<file path="config.mk">
export PLATFORM = sky130hd
export DESIGN_NAME = k_vtgen_p_flat
export DESIGN_NICKNAME = d
export VERILOG_FILES = /design/src/rtl/k_vtgen_p_if.sv /design/src/rtl/k_vtgen_p.sv /design/src/flat_wrapper.sv
export SDC_FILE = /design/constraint.sdc
export NUM_CORES = 1
export LEC_CHECK = 0
export ABC_AREA = 1
export BUFFER_PORTS_ARGS = -buffer_cell sky130_fd_sc_hd__buf_2
export CAP_MARGIN = 20
export CORE_MARGIN = 5
export CORE_UTILIZATION = 40
export CTS_BUF_LIST = sky130_fd_sc_hd__clkbuf_8
export CTS_CLUSTER_SIZE = 10
export DETAILED_ROUTE_END_ITERATION = 12
export PLACE_DENSITY_LB_ADDON = 0.2
export SLEW_MARGIN = 0
export SYNTH_ARGS = -nofsm -noshare
export SYNTH_HDL_FRONTEND = slang
export SYNTH_SLANG_ARGS = --single-unit
</file>
<file path="constraint.sdc">
create_clock -name PIN_CLK -period 3 [get_ports PIN_CLK]
set_input_delay 0.15 -clock PIN_CLK [delete_from_list [all_inputs] [get_ports PIN_CLK]]
set_output_delay 0.15 -clock PIN_CLK [all_outputs]
set_load 0.05 [all_outputs]
</file>
<file path="src/rtl/k_vtgen_p_if.sv">
// -----------------------------------------------------------------------------
// k_vtgen_p_if -- CPU register bus of the k_vtgen_p video timing generator.
//
// Signals:
//   PIN_CCS     chip select, active low            (master -> slave)
//   PIN_RW      1 = read, 0 = write                (master -> slave)
//   PIN_AB      5-bit register address             (master -> slave)
//   PIN_DB_IN   write data byte                    (master -> slave)
//   PIN_DB_OUT  read data byte, combinational      (slave  -> master)
//
// Modports: master = CPU side, slave = timing generator side.
// -----------------------------------------------------------------------------
interface k_vtgen_p_if;
    logic       PIN_CCS;
    logic       PIN_RW;
    logic [4:0] PIN_AB;
    logic [7:0] PIN_DB_IN;
    logic [7:0] PIN_DB_OUT;

    modport master (output PIN_CCS, PIN_RW, PIN_AB, PIN_DB_IN, input  PIN_DB_OUT);
    modport slave  (input  PIN_CCS, PIN_RW, PIN_AB, PIN_DB_IN, output PIN_DB_OUT);
endinterface

</file>
<file path="src/rtl/k_vtgen_p.sv">
// -----------------------------------------------------------------------------
// k_vtgen_p -- programmable CRTC: pixel-clock enable, H/V counters, windowed
// sync/blank outputs, optional interlace and NIRQ raster-line interrupts.
//
// Parameters: HW (H counter width), VW (V counter width), NIRQ (IRQ channels).
//
// Ports:
//   PIN_CLK, PIN_RESET     clock, synchronous active-high reset
//   cpu                    register bus (k_vtgen_p_if.slave)
//   PIN_PCE                pixel clock enable, one PIN_CLK wide
//   PIN_HCNT, PIN_VCNT     the H/V counters
//   PIN_NHSY, PIN_NVSY     H/V sync, active low
//   PIN_NHBK, PIN_NVBK     H/V blank, active low
//   PIN_NCBK, PIN_NCSY     composite blank / sync, active low
//   PIN_FIELD              current interlace field
//   PIN_INT                raster IRQs, active low
//
// Timing: counters advance on the clock where the divider matches DIV. Every
// sync/blank/IRQ pin is registered from the current counter state, so it
// shows the value belonging to the counters of the previous clock.
// -----------------------------------------------------------------------------
module k_vtgen_p #(
    parameter int HW   = 10,
    parameter int VW   = 9,
    parameter int NIRQ = 2
) (
    input  logic             PIN_CLK,
    input  logic             PIN_RESET,
    k_vtgen_p_if.slave       cpu,
    output logic             PIN_PCE,
    output logic [HW-1:0]    PIN_HCNT,
    output logic [VW-1:0]    PIN_VCNT,
    output logic             PIN_NHSY,
    output logic             PIN_NVSY,
    output logic             PIN_NHBK,
    output logic             PIN_NVBK,
    output logic             PIN_NCBK,
    output logic             PIN_NCSY,
    output logic             PIN_FIELD,
    output logic [NIRQ-1:0]  PIN_INT
);

    typedef logic [HW-1:0] h_t;
    typedef logic [VW-1:0] v_t;

    localparam h_t H_MAX = '1;
    localparam v_t V_MAX = '1;

    // Replace the lo or hi byte of a register; bits above its width drop out.
    function automatic h_t put_h(input h_t old, input logic hi, input logic [7:0] d);
        logic [15:0] w;
        w = 16'(old);
        if (hi) w[15:8] = d;
        else    w[7:0]  = d;
        return w[HW-1:0];
    endfunction

    function automatic v_t put_v(input v_t old, input logic hi, input logic [7:0] d);
        logic [15:0] w;
        w = 16'(old);
        if (hi) w[15:8] = d;
        else    w[7:0]  = d;
        return w[VW-1:0];
    endfunction

    // Window test; S > E wraps around the end of the line/frame, S == E is never active.
    function automatic logic win(input logic [15:0] c, input logic [15:0] s, input logic [15:0] e);
        if (s < e)      return (c >= s) && (c < e);
        else if (s > e) return (c >= s) || (c < e);
        else            return 1'b0;
    endfunction

    function automatic logic [7:0] byte_of(input logic [15:0] w, input logic hi);
        return hi ? w[15:8] : w[7:0];
    endfunction

    // Programmed registers
    h_t            htot, hbs, hbe, hss, hse;
    v_t            vtot, vbs, vbe, vss, vse;
    logic          en, ilace;
    logic [1:0]    div;
    logic [NIRQ-1:0] irq_mask, irq_stat;
    v_t            line_r [NIRQ];
    v_t            sh_v;
    h_t            sh_h;

    // Timing state
    h_t            hcnt;
    v_t            vcnt;
    logic          field;
    logic [1:0]    div_cnt;
    logic          vsync_st;

    // Bus decode
    logic          wr_en, rd_en;
    logic [4:0]    ab;
    logic [7:0]    d;
    assign wr_en = !cpu.PIN_CCS && !cpu.PIN_RW;
    assign rd_en = !cpu.PIN_CCS &&  cpu.PIN_RW;
    assign ab    = cpu.PIN_AB;
    assign d     = cpu.PIN_DB_IN;

    // Next-position and window logic
    logic            pce_i, h_wrap, v_wrap;
    h_t              hcnt_n;
    v_t              vcnt_n;
    logic            field_n;
    logic            hblank, hsync, vblank, vsync_eval, vs_point;
    logic [NIRQ-1:0] irq_set, irq_ack;

    always_comb begin
        // NOTE: every signal driven here gets a default first, so no path leaves
        // one unassigned and no latch is inferred.
        pce_i      = en && (div_cnt == div);
        h_wrap     = (hcnt == htot) || (hcnt == H_MAX);
        v_wrap     = (vcnt == vtot) || (vcnt == V_MAX);
        hcnt_n     = hcnt;
        vcnt_n     = vcnt;
        field_n    = field;
        irq_set    = '0;
        irq_ack    = '0;

        if (pce_i) begin
            hcnt_n = h_wrap ? '0 : hcnt + h_t'(1);
            if (h_wrap) begin
                vcnt_n = v_wrap ? '0 : vcnt + v_t'(1);
                if (v_wrap) field_n = ilace ? ~field : 1'b0;
            end
        end

        hblank     = win(16'(hcnt), 16'(hbs), 16'(hbe));
        hsync      = win(16'(hcnt), 16'(hss), 16'(hse));
        vblank     = win(16'(vcnt), 16'(vbs), 16'(vbe));
        // V sync is sampled once per line: at H=0, or mid-line in the odd
        // interlaced field so that field's sync starts half a line later.
        vsync_eval = win(16'(vcnt_n), 16'(vss), 16'(vse));
        vs_point   = pce_i && ((ilace && field_n) ? (hcnt_n == (htot >> 1)) : (hcnt_n == '0));

        for (int k = 0; k < NIRQ; k++) begin
            irq_set[k] = pce_i && irq_mask[k] && (hcnt_n == '0) && (vcnt_n == line_r[k]);
        end
        if (wr_en && (ab == 5'h16)) irq_ack = d[NIRQ-1:0];
    end

    // Register file, shadows and IRQ status
    always_ff @(posedge PIN_CLK) begin
        if (PIN_RESET) begin
            // NOTE: sequential state is assigned with <= only, so every register
            // samples the pre-edge values regardless of statement order.
            htot <= '0; hbs <= '0; hbe <= '0; hss <= '0; hse <= '0;
            vtot <= '0; vbs <= '0; vbe <= '0; vss <= '0; vse <= '0;
            en <= 1'b0; ilace <= 1'b0; div <= 2'd0;
            irq_mask <= '0; irq_stat <= '0;
            sh_v <= '0; sh_h <= '0;
            // NOTE: the LINE registers are a small array but must come out of
            // reset at 0 like every other register, so they are cleared here.
            for (int k = 0; k < NIRQ; k++) line_r[k] <= '0;
        end else begin
            if (wr_en) begin
                case (ab)
                    5'h00: htot <= put_h(htot, 1'b0, d);
                    5'h01: htot <= put_h(htot, 1'b1, d);
                    5'h02: hbs  <= put_h(hbs,  1'b0, d);
                    5'h03: hbs  <= put_h(hbs,  1'b1, d);
                    5'h04: hbe  <= put_h(hbe,  1'b0, d);
                    5'h05: hbe  <= put_h(hbe,  1'b1, d);
                    5'h06: hss  <= put_h(hss,  1'b0, d);
                    5'h07: hss  <= put_h(hss,  1'b1, d);
                    5'h08: hse  <= put_h(hse,  1'b0, d);
                    5'h09: hse  <= put_h(hse,  1'b1, d);
                    5'h0A: vtot <= put_v(vtot, 1'b0, d);
                    5'h0B: vtot <= put_v(vtot, 1'b1, d);
                    5'h0C: vbs  <= put_v(vbs,  1'b0, d);
                    5'h0D: vbs  <= put_v(vbs,  1'b1, d);
                    5'h0E: vbe  <= put_v(vbe,  1'b0, d);
                    5'h0F: vbe  <= put_v(vbe,  1'b1, d);
                    5'h10: vss  <= put_v(vss,  1'b0, d);
                    5'h11: vss  <= put_v(vss,  1'b1, d);
                    5'h12: vse  <= put_v(vse,  1'b0, d);
                    5'h13: vse  <= put_v(vse,  1'b1, d);
                    5'h14: begin
                        en    <= d[0];
                        ilace <= d[1];
                        div   <= d[3:2];
                    end
                    5'h15: irq_mask <= d[NIRQ-1:0];
                    default: ;
                endcase
                for (int k = 0; k < NIRQ; k++) begin
                    if (ab == 5'(24 + 2 * k)) line_r[k] <= put_v(line_r[k], 1'b0, d);
                    if (ab == 5'(25 + 2 * k)) line_r[k] <= put_v(line_r[k], 1'b1, d);
                end
            end

            // A new raster hit outranks an ack landing on the same clock.
            irq_stat <= (irq_stat & ~irq_ack) | irq_set;

            // Reading VCNT lo freezes both counters for the following byte reads.
            if (rd_en && (ab == 5'h00)) begin
                sh_v <= vcnt;
                sh_h <= hcnt;
            end
        end
    end

    // Divider, counters and field
    always_ff @(posedge PIN_CLK) begin
        if (PIN_RESET || !en) begin
            div_cnt  <= 2'd0;
            hcnt     <= '0;
            vcnt     <= '0;
            field    <= 1'b0;
            vsync_st <= 1'b0;
        end else begin
            div_cnt <= pce_i ? 2'd0 : div_cnt + 2'd1;
            hcnt    <= hcnt_n;
            vcnt    <= vcnt_n;
            field   <= field_n;
            if (vs_point) vsync_st <= vsync_eval;
        end
    end

    // Registered output pins
    always_ff @(posedge PIN_CLK) begin
        if (PIN_RESET) begin
            PIN_PCE  <= 1'b0;
            PIN_NHSY <= 1'b1;
            PIN_NVSY <= 1'b1;
            PIN_NHBK <= 1'b1;
            PIN_NVBK <= 1'b1;
            PIN_NCBK <= 1'b1;
            PIN_NCSY <= 1'b1;
            PIN_INT  <= '1;
        end else begin
            PIN_PCE  <= pce_i;
            PIN_NHSY <= ~(en & hsync);
            PIN_NVSY <= ~(en & vsync_st);
            PIN_NHBK <= ~(en & hblank);
            PIN_NVBK <= ~(en & vblank);
            PIN_NCBK <= ~(en & (hblank | vblank));
            PIN_NCSY <= ~(en & (hsync | vsync_st));
            PIN_INT  <= ~(irq_stat & irq_mask);
        end
    end

    assign PIN_HCNT  = hcnt;
    assign PIN_VCNT  = vcnt;
    assign PIN_FIELD = field;

    // Read mux
    logic [7:0] rd_data;
    always_comb begin
        rd_data = 8'h00;
        if (rd_en) begin
            case (ab)
                5'h00:   rd_data = byte_of(16'(vcnt), 1'b0);
                5'h01:   rd_data = byte_of(16'(sh_v), 1'b1);
                5'h02:   rd_data = byte_of(16'(sh_h), 1'b0);
                5'h03:   rd_data = byte_of(16'(sh_h), 1'b1);
                5'h04:   rd_data = 8'(irq_stat);
                5'h05:   rd_data = {5'b0, field, en & vblank, en & hblank};
                default: rd_data = 8'h00;
            endcase
        end
    end
    assign cpu.PIN_DB_OUT = rd_data;

endmodule
</file>
<file path="src/flat_wrapper.sv">
// flat-port wrapper written by rule: the top's interface ports become plain ports
module k_vtgen_p_flat 
#(
    parameter int HW   = 10,
    parameter int VW   = 9,
    parameter int NIRQ = 2
)
  (PIN_CLK, PIN_RESET, PIN_PCE, PIN_HCNT, PIN_VCNT, PIN_NHSY, PIN_NVSY, PIN_NHBK, PIN_NVBK, PIN_NCBK, PIN_NCSY, PIN_FIELD, PIN_INT, cpu_PIN_CCS, cpu_PIN_RW, cpu_PIN_AB, cpu_PIN_DB_IN, cpu_PIN_DB_OUT);
  k_vtgen_p_if cpu_i ();
  input  logic PIN_CLK;
  input  logic PIN_RESET;
  output logic PIN_PCE;
  output logic [HW-1:0] PIN_HCNT;
  output logic [VW-1:0] PIN_VCNT;
  output logic PIN_NHSY;
  output logic PIN_NVSY;
  output logic PIN_NHBK;
  output logic PIN_NVBK;
  output logic PIN_NCBK;
  output logic PIN_NCSY;
  output logic PIN_FIELD;
  output logic [NIRQ-1:0] PIN_INT;
  input wire logic [$bits(cpu_i.PIN_CCS)-1:0] cpu_PIN_CCS;
  input wire logic [$bits(cpu_i.PIN_RW)-1:0] cpu_PIN_RW;
  input wire logic [$bits(cpu_i.PIN_AB)-1:0] cpu_PIN_AB;
  input wire logic [$bits(cpu_i.PIN_DB_IN)-1:0] cpu_PIN_DB_IN;
  output wire logic [$bits(cpu_i.PIN_DB_OUT)-1:0] cpu_PIN_DB_OUT;
  assign cpu_i.PIN_CCS = cpu_PIN_CCS;
  assign cpu_i.PIN_RW = cpu_PIN_RW;
  assign cpu_i.PIN_AB = cpu_PIN_AB;
  assign cpu_i.PIN_DB_IN = cpu_PIN_DB_IN;
  assign cpu_PIN_DB_OUT = cpu_i.PIN_DB_OUT;
  k_vtgen_p #(.HW(HW), .VW(VW), .NIRQ(NIRQ)) u_core (.PIN_CLK(PIN_CLK), .PIN_RESET(PIN_RESET), .cpu(cpu_i), .PIN_PCE(PIN_PCE), .PIN_HCNT(PIN_HCNT), .PIN_VCNT(PIN_VCNT), .PIN_NHSY(PIN_NHSY), .PIN_NVSY(PIN_NVSY), .PIN_NHBK(PIN_NHBK), .PIN_NVBK(PIN_NVBK), .PIN_NCBK(PIN_NCBK), .PIN_NCSY(PIN_NCSY), .PIN_FIELD(PIN_FIELD), .PIN_INT(PIN_INT));
endmodule
</file>
==> flow_summary.yaml, run 1 <==
timing:
  worst_pin_slew_ns: 0.947
  finClkSkew_ns: 0.0150
  max-slew-margin-rel: 0.367
  min_period_over_period: 0.969
  fin_crit_ns: 2.91
  slew_violations: 0
  setup_viol: 0
  finalHoldViolCount: 0
  rsz0062_at_grt: "true"
  timing.setup.tns_ns: 0
  fmax_mhz: 344
synthesis:
  avgSynthCellArea_sq_um: 7.12
  seq_area_frac_synth: 0.342
  synth_enable_flop_cells: 18
  synth_area_sq_um: 10100
  synth_seq_cells: 164
  syn_inst: 1423
  postSynth.asyncResetShare: 0
  synth_nets: 1553
  synthDistinctLibCells: 50
  ys.flop_type: "dfxtp_1"
  ys_warn_count: 0
setup_path:
  end_kind: "flop"
  worstSetupPathType: "flop to flop"
  critPathRequiredTime_ns: 3.38
  arrival_ns: 3.29
  critPathMaxFanout: 7
  crit_path_start_kind: "flop"
power_and_ir_drop:
  p_total_mw: 4.30
  ir_drop_uv: 223
  p_leak_nw: 5.31
  power_density_nw_per_um2: 357
detailed_routing:
  vias: 9887
  wire_per_inst_um: 18.5
  drt_iter0_markers: 846
  first_pass_iters: 6
  wl_um: 35100
  vias_per_cell: 5.20
  drc: 0
  drtAntennaViolNets: 0
floorplan:
  start_util: 0.404
  die_area_sq_um: 28600
  rows: 58
  chipWidth_um: 169
  core_area_sq_um: 25000
  dieHeight_um: 169
  ios: 54
hold_path:
  hp-class: "primary input to flop"
finish:
  diodes: 0
  layout-drive-gt1-share: 0.160
  area_delta_synth_final_pct: 18.9
  final_nets: 1687
  fillCellCount: 2586
  final_cell_area_sq_um: 12000
  final_cells: 1900
clock_network:
  clockRootBuffer: "clkbuf_8"
  clock_latency_ns: 0.48
  clk_pin_slew_ns: 0.10
  cts-buffers-inserted: 17
  h-tree-depth: 4
  clockBufferDepth: 2
  cts.sinks: 164
  cts_tree: "done"
global_route:
  overflow: 0
  antenna_found_initial: 0
  grt_max_degree: 41
  grt_pass1_vias: 9098
  grt_pass1_wl_um: 53400
  grt.total_usage: 0.244
placement:
  port_buffers: 53
  routabilityCongestion: 0.962
  dp_cells: 1855
  hpwl_um: 27600
  dpl-instance-area_sq_um: 11300
status:
  status: "complete, no violations"
job:
  maxCapViolations: 0
==> sequential cells by signal (all words and copies together), names as in the netlist, 10 cells and up <==
signal / count
u_core.hse: 10
u_core.PIN_HCNT: 10
u_core.sh_h: 10
u_core.line_r: 18
u_core.hbs: 10
u_core.htot: 10
u_core.hbe: 10
u_core.hss: 10
==> per-layer routing <==
layer	wire length (um)	vias up	GRT usage	share of wire
met5	0	-	0	0
met1	16700	4576	0.345	0.47
met3	1730	52	0.0378	0.049
met4	924	0	0.0690	0.026
met2	15800	278	0.389	0.45
li1	-	4981	-	-
==> metrics by stage <==
step	setup slack, ns	util	hold slack, ns
floorplan	0.00242	-	0.283
global placement	0.00238	0.451	0.422
global route	-0.193	0.481	0.0351
CTS	0.00984	0.469	0.00275
detailed placement	-0.0439	0.451	0.429
finish	0.0934	0.481	0.0271
==> final timing paths <==
kind | start | to | slack, ns | cells after the start
worst max register to register | u_core.PIN_HCNT[1] | u_core.vsync_st | 0.09 | 21
worst min-delay path | cpu_PIN_AB[3] | u_core.vbs[8] | 0.03 | 3
worst max-delay path | u_core.PIN_HCNT[1] | u_core.vsync_st | 0.09 | 21
worst min register to register | u_core.vsync_st | u_core.PIN_NVSY | 0.46 | 1
==> layout by cell type, fill, tap and decap left out, drive strengths merged, types with 2 or more instances in the layout <==
cell,n
a21oi,161
edfxtp,18
o211ai,10
bufinv,2
a311oi,3
nand4,26
a21boi,4
o2111ai,4
clkinvlp,2
xnor2,14
a31oi,5
buf,144
nand2,333
nand3b,12
clkinv,10
xor2,3
dfxtp,146
o21ai,100
nor4,3
a211oi,4
clkbuf,18
nor2,143
ha,113
a221oi,2
a21o,2
nor3,19
inv,200
o21bai,2
nand3,58
o21a,3
==> worst max-delay path, stage by stage (launching register included) <==
cell,delay [ns]
dfxtp_4,0.38
ha_2,0.19
nand3_2,0.11
nor3_4,0.17
nand4_4,0.15
a21oi_4,0.20
buf_12,0.14
nand2_1,0.05
nand2_1,0.09
nand3_1,0.12
inv_1,0.11
ha_1,0.27
a21oi_2,0.13
o21ai_0,0.10
nand2_1,0.09
o2111ai_2,0.11
nand3_1,0.10
nand2_1,0.05
nand2_1,0.06
nand3_1,0.07
nand2_1,0.07
nor2_1,0.04
==> power breakdown <==
part / total, mW / internal (mW) / leakage (nW) / switching, mW
clock network: 1.74 / 0.790 / 0.210 / 0.948
logic: 0.311 / 0.0835 / 3.75 / 0.228
registers: 2.25 / 2.23 / 1.36 / 0.0178
==> cells in the mapped netlist (2+ instances only) <==
library cell | instances | share of area
dfxtp_1 | 146 | 0.29
clkinv_1 | 5 | 0.0019
nor2_1 | 138 | 0.051
buf_2 | 4 | 0.0020
clkbuf_1 | 23 | 0.0085
nand3b_1 | 12 | 0.0089
nand3_1 | 54 | 0.027
nand3_2 | 3 | 0.0030
a311oi_1 | 3 | 0.0026
o21a_1 | 3 | 0.0022
a221oi_1 | 2 | 0.0017
xor2_1 | 3 | 0.0026
inv_1 | 194 | 0.072
o211ai_1 | 10 | 0.0074
o2111ai_1 | 4 | 0.0035
nand4_1 | 25 | 0.015
nand2_4 | 3 | 0.0033
o21bai_1 | 2 | 0.0015
a21oi_1 | 158 | 0.078
a21boi_0 | 4 | 0.0030
a31oi_1 | 5 | 0.0031
a21oi_2 | 2 | 0.0017
edfxtp_1 | 18 | 0.053
o21ai_0 | 98 | 0.048
nand2_1 | 326 | 0.12
xnor2_1 | 14 | 0.012
nor2_2 | 4 | 0.0025
nand2_2 | 4 | 0.0025
a21o_1 | 2 | 0.0015
nor3_1 | 17 | 0.0084
ha_1 | 113 | 0.14
nor4_1 | 3 | 0.0019
a211oi_1 | 4 | 0.0030
==> what timing repair did <==
| action | CTS | global route |
|---|---|---|
| setup buffers | 0 | 12 |
| pin swaps | 1 | 18 |
| hold endpoints to repair | 1 | 0 |
| hold buffers | 1 | 0 |
| resized for setup | 4 | 56 |
| setup endpoints to repair | 3 | 4 |
==> cell type report <==
class | instances | area [sq um] | share of cell area
tap | 330 | 413 | 0.0343
inverter | 200 | 757 | 0.0629
clock buffer | 18 | 248 | 0.0206
clock inverter | 14 | 168 | 0.0139
multi-input combinational | 1029 | 5960 | 0.495
sequential | 164 | 3500 | 0.291
timing repair buffer | 145 | 995 | 0.0826
==> cells by family after synthesis <==
family                     count (synthesis)  synth area share
buffers and inverters                    230            0.0869
and+or+nand+nor                          595             0.253
xor gates and xnor gates                  17            0.0147
adders and majority gates                113             0.140
AOI/OAI and AO/OA                        304             0.164
DFF                                      164             0.342
Power figures use the tool's default switching activity.
==> inputs of run 2 (changes only) <==
ABC_AREA = default   (was 1)
CTS_CLUSTER_SIZE = 16   (was 10)
==> run 2 against run 1 <==
Against the previous run:
- the run now ends with setup timing left
- wire length rose by 0.80%
- setup slack got worse by 0.30 ns
- first-iteration DRC count rose by 4.4%
- area after synthesis rose by 5.1%
- clock-buffer cell count did not move
- clock skew rose by 0.0069 ns
- combinational power fell by 6.8%
- register-to-register slack got worse by 0.30 ns
- sequential share of layout area fell by 1.6 points
- sequential power barely moved
- critical endpoint unchanged
==> flow_summary.yaml, run 2 <==
status:
  status: "finished, violations left"
  failed_checks: "setup timing"
timing:
  fmax_mhz: 312
  setup_viol: 3
  max-slew-margin-rel: 0.354
  hold_slack_ns: 0.0817
  finalHoldViolCount: 0
  fin_ws_ns: -0.207
  fin_crit_ns: 3.21
  worst_pin_slew_ns: 0.969
  rsz0062_at_grt: "true"
  min_period_over_period: 1.07
  finClkSkew_ns: 0.0220
  slew_violations: 0
  timing.setup.tns_ns: -0.393
synthesis:
  synth_top_area_cell: "dfxtp_1"
  synth_most_common_cell: "dfxtp_1"
  synth_area_sq_um: 10600
  ys_warn_count: 0
  synth_enable_flop_cells: 18
  synthTopCellsByArea: "dfxtp_1, ha_1, a21oi_1, edfxtp_1, nor2_1"
  ys.flop_type: "dfxtp_1"
  seq_area_frac_synth: 0.325
  synth_seq_cells: 164
  synthTopCellsByCount: "dfxtp_1, nor2_1, a21oi_1"
  postSynth.asyncResetShare: 0
  synth_nets: 1432
  syn_inst: 1302
  synthDistinctLibCells: 89
  avgSynthCellArea_sq_um: 8.18
  yosysTopAreaCellShare: 0.275
finish:
  final_util: 0.490
  top_register: "u_core.line_r"
  final_common_cell: "nor2_1"
  final_cells: 1777
  layout-drive-gt1-share: 0.212
  diodes: 0
  final_nets: 1559
  mostFrequentLayoutCells: "nor2_1, nand2_1, dfxtp_1, a21oi_1, buf_4"
  largest_register_ffs: 18
  area_delta_synth_final_pct: 20.3
clock_network:
  clock_latency_ns: 0.48
  clockBufferDepth: 2
  h-tree-depth: 4
  cts.sinks: 164
  cts-buffers-inserted: 17
  clockRootBuffer: "clkbuf_8"
  clk_pin_slew_ns: 0.10
  hold_buffers: 0
  cts_tree: "done"
setup_path:
  reg2reg_depth: 19
  cp.buffers_inverters: 1
  critPathMaxStageDelay_ns: 0.38
  crit_path_start_kind: "flop"
  cp.depth: 19
  end_kind: "flop"
  r2r_start: "u_core.PIN_VCNT[1]"
  regToRegEndpoint: "u_core.vsync_st"
  crit_start: "u_core.PIN_VCNT[1]"
  rrSetupSlack_ns: -0.21
  slowest_stage: "dfxtp_4"
  arrival_ns: 3.59
  cp_top_family: "compound AO/OA/AOI/OAI gates"
  critPathMaxFanout: 7
  path_cells: "ha_4, and3_4, nand3_4, nor2_4, ha_4, a31oi_4, o211ai_4, buf_6, o21ai_4, ha_4, a21oi_2, o21ai_2, a41oi_2, a21oi_2, o22ai_2, mux2i_1, o211ai_1, a21oi_2, mux2_4"
  worstSetupEndpoint: "u_core.vsync_st"
  critPathRequiredTime_ns: 3.38
  worstSetupPathType: "flop to flop"
detailed_routing:
  wl_um: 35400
  drt_iter0_markers: 883
  first_pass_iters: 6
  drc: 0
  vias_per_cell: 5.62
  drtAntennaViolNets: 0
  wire_per_inst_um: 19.9
  vias: 9980
placement:
  dp_cells: 1735
  hpwl_um: 26100
  port_buffers: 53
  routabilityCongestion: 0.932
floorplan:
  start_util: 0.407
  die_area_sq_um: 30000
  ios: 54
  core_area_sq_um: 26100
  dieHeight_um: 173
  rows: 59
  chipWidth_um: 173
global_route:
  grt_pass1_wl_um: 54500
  overflow: 0
  antenna_found_initial: 0
  grt_pass1_vias: 9488
  grt_max_degree: 92
  grt.total_usage: 0.231
power_and_ir_drop:
  power_density_nw_per_um2: 341
  ir_drop_uv: 271
  p_leak_nw: 5.23
job:
  maxCapViolations: 0
hold_path:
  hp-class: "primary input to flop"
==> run 2: layout make-up <==
cell class | instances | area, sq um
multi-input combinational | 980 | 6860
clock inverter | 14 | 183
timing repair buffer | 174 | 1240
sequential | 164 | 3510
clock buffer | 18 | 248
fill | 2552 | 13300
tap | 335 | 419
inverter | 92 | 348
==> run 2: per-stage QoR <==
| step | worst slack [ns] | cell area, sq um | total power, mW |
|---|---|---|---|
| 6_report | -0.207 | 12800 | 4.37 |
| 5_1_grt | -0.377 | 12800 | 4.50 |
| 2_1_floorplan | -0.280 | 10800 | 2.46 |
| 4_1_cts | -0.230 | 12600 | 4.38 |
| 3_3_place_gp | -0.243 | 12000 | 2.57 |
| 3_5_place_dp | -0.292 | 12000 | 2.57 |
==> run 2: what timing repair did <==
| action | CTS | global route |
|---|---|---|
| endpoints found under the setup margin | 4 | 3 |
| pin swaps | 7 | 29 |
| cloned | 0 | 0 |
| gates resized for setup | 34 | 29 |
| setup buffers | 6 | 4 |
==> run 2: where the power goes <==
| group | internal [mW] | total, mW | switching, mW | leakage [nW] |
|---|---|---|---|---|
| clock | 0.871 | 1.83 | 0.961 | 0.222 |
| combinational | 0.0865 | 0.290 | 0.203 | 3.65 |
| sequential | 2.22 | 2.25 | 0.0256 | 1.36 |
| total | 3.18 | 4.37 | 1.19 | 5.23 |
==> run 2: cell families (layout without fill, tap and decap cells) <==
group	Yosys count	count (layout)	synth area share
AO/OA/AOI/OAI	288	288	0.176
flip-flops	164	164	0.325
AND/OR/NAND/NOR	502	502	0.233
adder cells (fa/ha/maj)	113	113	0.133
buffers and inverters	158	298	0.0616
XOR/XNOR	45	45	0.0420
multiplexers	32	32	0.0302
==> run 2: worst reg2reg max path, delay by kind of cell, from the launching register on <==
kind	cells	cell delay [ns]
fa+ha+maj	3	0.56
buf+inv	1	0.17
simple gates	3	0.28
flops	1	0.38
compound gates	10	1.36
mux	2	0.37
==> run 2: how the worst min path moves through the flow <==
stage,from,end,slack (ns),cells past startpoint
after global routing,PIN_RESET,u_core.div[0],0.08,2
after global placement,u_core.vse[3],u_core.vse[3],0.44,2
final,PIN_RESET,u_core.vss[8],0.08,2
after CTS,PIN_RESET,u_core.vss[8],0.06,2
after floorplan,cpu_PIN_DB_IN[0],u_core.vbs[0],0.30,2
after detailed placement,u_core.hse[4],u_core.hse[4],0.45,2
==> run 2: metal layers <==
| metal | GRT usage | vias up | share of wire |
|---|---|---|---|
| li1 | - | 4839 | - |
| met1 | 0.321 | 4750 | 0.46 |
| met2 | 0.373 | 336 | 0.46 |
| met3 | 0.0332 | 55 | 0.058 |
| met4 | 0.0685 | 0 | 0.025 |
| met5 | 0 | - | 0 |
